--- src/rtl/alu_addr_sequencer.sv ---
// Effective-address sequencer for the 8-bit ALU: low byte in LO, optional high-byte fixup in HI.
// Handles absolute-indexed, zero-page-indexed and relative-branch addressing.
module alu_addr_sequencer (
  input  logic        clk,
  input  logic        reset_n,
  input  logic        req_valid,
  input  logic [1:0]  mode,
  input  logic [15:0] base,
  input  logic [7:0]  index,
  input  logic        force_fix,
  output logic [7:0]  alu_a,
  output logic [7:0]  alu_b,
  output logic        alu_carry_in,
  output logic [7:0]  alu_operation,
  input  logic [8:0]  alu_f,
  output logic        busy,
  output logic        done,
  output logic [15:0] addr,
  output logic        page_cross,
  output logic [1:0]  fsm_state
);

  // Request handshake: req_valid is a single-cycle start strobe that is
  // accepted only in IDLE; it is ignored, not queued, in every other state.
  typedef enum logic [1:0] {
    S_IDLE = 2'd0,
    S_LO   = 2'd1,
    S_HI   = 2'd2,
    S_DONE = 2'd3
  } state_t;

  localparam logic [1:0] MODE_ABS = 2'b00;
  localparam logic [1:0] MODE_ZP  = 2'b01;
  localparam logic [1:0] MODE_REL = 2'b10;

  localparam logic [7:0] OP_ADD = 8'h80;
  localparam logic [7:0] OP_ADC = 8'h60;

  state_t      state;
  state_t      state_next;

  logic [15:0] base_q;
  logic [7:0]  index_q;
  logic [1:0]  mode_q;
  logic        force_q;
  logic [7:0]  lo_q;
  logic        c_q;
  logic        need_q;

  logic        need;
  logic        take_hi;
  logic [7:0]  skip_hi;

  // A negative branch offset borrows from the high byte unless the low add carried.
  always_comb begin
    need = 1'b0;
    case (mode_q)
      MODE_ABS: need = alu_f[8];
      MODE_ZP:  need = 1'b0;
      MODE_REL: need = index_q[7] ? ~alu_f[8] : alu_f[8];
      default:  need = alu_f[8];
    endcase
  end

  assign take_hi = need | (force_q & (mode_q != MODE_ZP));
  assign skip_hi = (mode_q == MODE_ZP) ? 8'h00 : base_q[15:8];

  always_comb begin
    state_next    = state;
    alu_a         = 8'h00;
    alu_b         = 8'h00;
    alu_carry_in  = 1'b0;
    alu_operation = 8'h00;
    case (state)
      S_IDLE: begin
        if (req_valid) state_next = S_LO;
      end
      S_LO: begin
        alu_a         = base_q[7:0];
        alu_b         = index_q;
        alu_operation = OP_ADD;
        state_next    = take_hi ? S_HI : S_DONE;
      end
      S_HI: begin
        alu_a         = base_q[15:8];
        alu_b         = ((mode_q == MODE_REL) && index_q[7]) ? 8'hFF : 8'h00;
        alu_carry_in  = c_q;
        alu_operation = OP_ADC;
        state_next    = S_DONE;
      end
      S_DONE: begin
        state_next = S_IDLE;
      end
      default: state_next = S_IDLE;
    endcase
  end

  always_ff @(posedge clk or negedge reset_n) begin
    if (!reset_n) begin
      state      <= S_IDLE;
      base_q     <= 16'h0000;
      index_q    <= 8'h00;
      mode_q     <= MODE_ABS;
      force_q    <= 1'b0;
      lo_q       <= 8'h00;
      c_q        <= 1'b0;
      need_q     <= 1'b0;
      addr       <= 16'h0000;
      page_cross <= 1'b0;
    end else begin
      state <= state_next;
      case (state)
        S_IDLE: begin
          if (req_valid) begin
            base_q  <= base;
            index_q <= index;
            mode_q  <= (mode == 2'b11) ? MODE_ABS : mode;
            force_q <= force_fix;
          end
        end
        S_LO: begin
          lo_q   <= alu_f[7:0];
          c_q    <= alu_f[8];
          need_q <= need;
          // Without a fixup the address is complete now; zp drops the carry.
          if (!take_hi) begin
            addr       <= {skip_hi, alu_f[7:0]};
            page_cross <= need;
          end
        end
        S_HI: begin
          addr       <= {alu_f[7:0], lo_q};
          page_cross <= need_q;
        end
        default: ;
      endcase
    end
  end

  assign busy      = (state != S_IDLE);
  assign done      = (state == S_DONE);
  assign fsm_state = state;

endmodule

--- config.mk ---
export PLATFORM = sky130hd
export DESIGN_NAME = alu_addr_sequencer
export DESIGN_NICKNAME = d
export VERILOG_FILES = /design/src/rtl/alu_addr_sequencer.sv
export SDC_FILE = /design/constraint.sdc
export NUM_CORES = 1
export LEC_CHECK = 0
export ABC_AREA = 1
export CAP_MARGIN = 20
export CORE_ASPECT_RATIO = 1.1
export CORE_UTILIZATION = 47
export DETAILED_ROUTE_END_ITERATION = 16
export PLACE_DENSITY = 0.84
export RECOVER_POWER = 50
export SYNTH_ARGS = -nofsm -noshare
export SYNTH_HDL_FRONTEND = slang
export SYNTH_SLANG_ARGS = --single-unit
export TNS_END_PERCENT = 5
--- constraint.sdc ---
create_clock -name clk -period 2.15 [get_ports clk]
set_clock_uncertainty 0.1 [all_clocks]
set_input_delay 0.43 -clock clk [delete_from_list [all_inputs] [get_ports clk]]
set_output_delay 0.43 -clock clk [all_outputs]
set_load 0.02 [all_outputs]
* Word level (Yosys, flattened, before mapping)
Index checks and enable logic that the tools add are counted.
** Word-level totals
- Register bits :: 56
- Input bits :: 39
- Output and inout port bits :: 46
- Logic and storage cells :: 44
** Cells by class
- Equality and inequality tests :: 9
- Muxes and demuxes :: 16
- Bitwise logic cells :: 3
- Reductions and logical operators :: 6
** Operators by type and width (number)
- $pmux 8 s2 :: 3
- $pmux 16 s2 :: 1
- $mux 16 :: 1
- $mux 8 :: 2
- $eq 2x2->1 const B :: 4
- $pmux 2 s4 :: 1
- $eq 2x1->1 const B :: 2
- $mux 1 :: 4
- $mux 2 :: 2
- $ne 2x2->1 const B :: 2
- $pmux 1 s2 :: 2
- $reduce_and 2->1 :: 2
- $reduce_bool 2->1 :: 2
- $logic_not 2->1 :: 1
- $ne 2x1->1 const B :: 1
- $and 1x1->1 :: 1
- $logic_and 1x1->1 :: 1
- $not 1->1 :: 1
- $or 1x1->1 :: 1

* Logic depth before layout (Yosys ltp)
- Depth after elaboration :: 6
- Mapped depth :: 11
- Gate-level depth less buffers :: 10

* Worst setup path after synthesis
OpenSTA, ideal clock, no wires.
- Path kind :: reg-to-output
- Start :: register state[1], in the netlist fsm_state[1]
- End :: output alu_a[1]
- Data arrival time :: 1.641 ns
- Data required time :: 1.620 ns
- Slack :: -0.021 ns
- Cell stages (with the launch flop) :: 7
- Buffers on the path :: 2
- Cell sequence :: dfrtp_1 inv_1 ha_1 buf_4 clkbuf_1 nand2_1 a21oi_1
** On the way
- Longest elaborated chain between the ends :: 2
- Elaborated cells on any way between the ends :: 3
- Classes of those cells :: eq/ne (2); mux (1)
** RTL lines
- from (decl) :: line 39 : state_t state;
- from (signal assigned) :: line 111 : state <= state_next;
- $eq 2x2->1 / $eq 2x1->1 (equally long branches) :: line 74 : case (state)
- $pmux 8 s2 * :: line 74
- to (decl) :: line 11 : output logic [7:0] alu_a,
Every way passes the cells marked *; elsewhere a longest branch is shown, timed or not.

* Worst setup path after layout
- Start :: register state[1], in the netlist fsm_state[1]
- End :: output alu_b[3]
** On the way
- Longest elaborated chain between the ends :: 2
- Elaborated cells on any way between the ends :: 3
- Classes of those cells :: eq/ne (2); mux (1)
** RTL lines
- $eq 2x2->1 / $eq 2x1->1 (equally long branches) :: line 74
- $pmux 8 s2 * :: line 74
- to (decl) :: line 12 : output logic [7:0] alu_b,
Marked as above.

==> flow_summary.ini <==
[yosys]
netlist_area_um2 = 2790
synth_area_per_cell_um2 = 7.83
yosys_register_bits = 56
synth_warnings = 0
ys_seq_area_share_pct = 50.2
ys_types = 23
syn_inst = 356

[global_routing]
first_global_vias = 2426
grt_pass1_wl_mm = 11.0
antenna_found_initial = 0
grtUsageTotal_pct = 23.5
grt_max_degree = 30
overflow = 0

[layout]
fin_area_um2 = 3880
final_common_cell = nand2_1
seqCellArea_um2 = 1400
areaGrowthSynthToFinish_pct = 39.0
nFillCells = 487
drive_above_1_share_pct = 16.3
final_cell_mix = 163 x nand2_1, 56 x dfrtp_1, 56 x clkdlybuf4s50_1
utilization_pct = 67.6
n_antenna_cell = 0
fin_nets = 490
multi_input_area_um2 = 1270

[critical_path]
crit_path_max_incr_delay_ns = 0.38
critPathLaunchType = flop
required_ns = 1.62
end_kind = output pin
arrival_ns = 1.61
worst-setup-path-type = flop to output pin
cp_cell_sequence = inv_2 > ha_4 > clkinvlp_4 > buf_12 > a21oi_2 > buf_4
crit_fanout = 16
slowest_stage = dfrtp_1
cp_top_family = buffers and inverters
crit_buf_inv = 4

[placed_design]
place_area_um2 = 3730
port_buffers = 79
dp_hpwl_mm = 4.83
gp_congestion = 0.773

[detailed_routing]
avgViaCountPerCell = 4.97
via_count = 2586
wl_per_cell_um = 13.2
drtIter0Drc = 154
postRouteAntennaNets = 0
drtPass1Iterations = 4
drt-total-wl_mm = 6.86
drc = 0

[timing]
min_period_ns = 2.14
final_hold_viol_count = 0
slew_viol_final = 30
max_freq_mhz = 466
rsz0062_at_grt = true
min_period_over_period_pct = 99.7
setup_viol = 0
maxSlewHeadroom_pct = -5.06
tightest_slew_ns = 1.58

[clock_tree]
numCtsBuffers = 5
clk_path_buf_depth = 2
clkSinkCount = 56
clockRootBuffer = clkbuf_8
clock_latency_ns = 0.32
cts_htree_levels = 2
cts_tree = done
clkTransAtPathRegs_ns = 0.10

[power]
leakage_nw = 1.92
ir_drop_mv = 0.852
p_per_area_nw_per_um2 = 1540

[floorplanning]
die_area_um2 = 6250
rows = 29
num_io_pins = 85
start_util_pct = 48.6
die_x_um = 75.4
fp.dieH_um = 82.8
core_um2 = 5730

[flow_run]
drv_cap = 1

[min_path]
hold_class = input port to asynchronous set/reset pin

[status]
violations = capacitance limit, slew limit
status = complete, but fails checks
## metrics by stage
stage | instances | power, mW | setup slack [ns] | TNS [ns] | hold slack [ns]
CTS | 520 | 5.79 | -0.0619 | -0.0711 | 0.0555
global route | 520 | 6.45 | -0.0610 | -1.83 | 0.411
detailed placement | 511 | 5.13 | -0.255 | -3.01 | 0.366
global placement | 511 | 5.02 | -0.158 | -1.65 | 0.365
finish | 520 | 5.96 | 0.00602 | 0 | 0.379
floorplan | 360 | 3.84 | -0.0215 | -0.196 | 0.0344
## cell families after synthesis
group / synth area share, %
buf+inv: 7.63
flops: 50.2
simple gates: 29.0
compound gates: 8.93
other cells: 0.134
fa+ha+maj: 4.04
## repair_timing
item | in CTS | in global routing
gates resized for setup | 76 | 38
pin swaps | 0 | 0
hold buffers | 0 | 0
endpoints found under the setup margin | 21 | 20
setup buffers | 1 | 0
## path summary, 6_finish.rpt
kind	cells after the start	startpoint	end	slack [ns]
max reg2reg	8	fsm_state[1]	addr[11]	0.13
max	6	fsm_state[1]	alu_b[3]	0.006
min reg2reg	2	base_q[3]	base_q[3]	0.39
min in group clk	2	base_q[3]	base_q[3]	0.39
min	1	reset_n	base_q[2]	0.38
max in group asynchronous	2	reset_n	addr[0]	0.31
## synth_stat cells, drive strengths merged
| master | instances | area share (%) |
|---|---|---|
| a21oi | 17 | 3.5 |
| buf | 16 | 3.7 |
| clkbuf | 6 | 0.81 |
| clkinv | 1 | 0.13 |
| conb | 1 | 0.13 |
| dfrtp | 56 | 50 |
| ha | 9 | 4.0 |
| inv | 22 | 3.0 |
| nand2 | 166 | 23 |
| nand3 | 29 | 5.4 |
| nand4 | 1 | 0.22 |
| nor2 | 1 | 0.13 |
| o21ai | 29 | 5.2 |
| o31ai | 1 | 0.27 |
| or2 | 1 | 0.22 |
## layer usage
layer | GRT usage (%) | vias to the layer above | share of wire, %
met4 | 7.59 | 0 | 1.7
li1 | - | 1277 | -
met3 | 6.04 | 11 | 5.4
met1 | 28.1 | 1220 | 41
met2 | 41.0 | 78 | 52
met5 | 0 | - | 0
## where the power goes
group / switching (mW) / total, mW / internal, mW
combinational: 2.06 / 3.49 / 1.44
clock: 0.356 / 0.617 / 0.261
sequential: 0.297 / 1.85 / 1.55
total: 2.71 / 5.96 / 3.25
## state kept, by name, indices dropped and copies added (netlist names)
name	count
addr	16
base_q	16
c_q	1
force_q	1
fsm_state	2
index_q	8
lo_q	8
mode_q	2
need_q	1
page_cross	1
## layout make-up
class / count / share of cell area (%)
flip-flops and latches: 56 / 36.1
repair buffers: 97 / 23.6
multi-input cells: 259 / 32.8
clock inverters: 2 / 0.387
inverters: 23 / 2.42
well taps: 77 / 2.48
clock buffers: 6 / 2.13
Note: power is estimated with default switching activity, not from simulation.
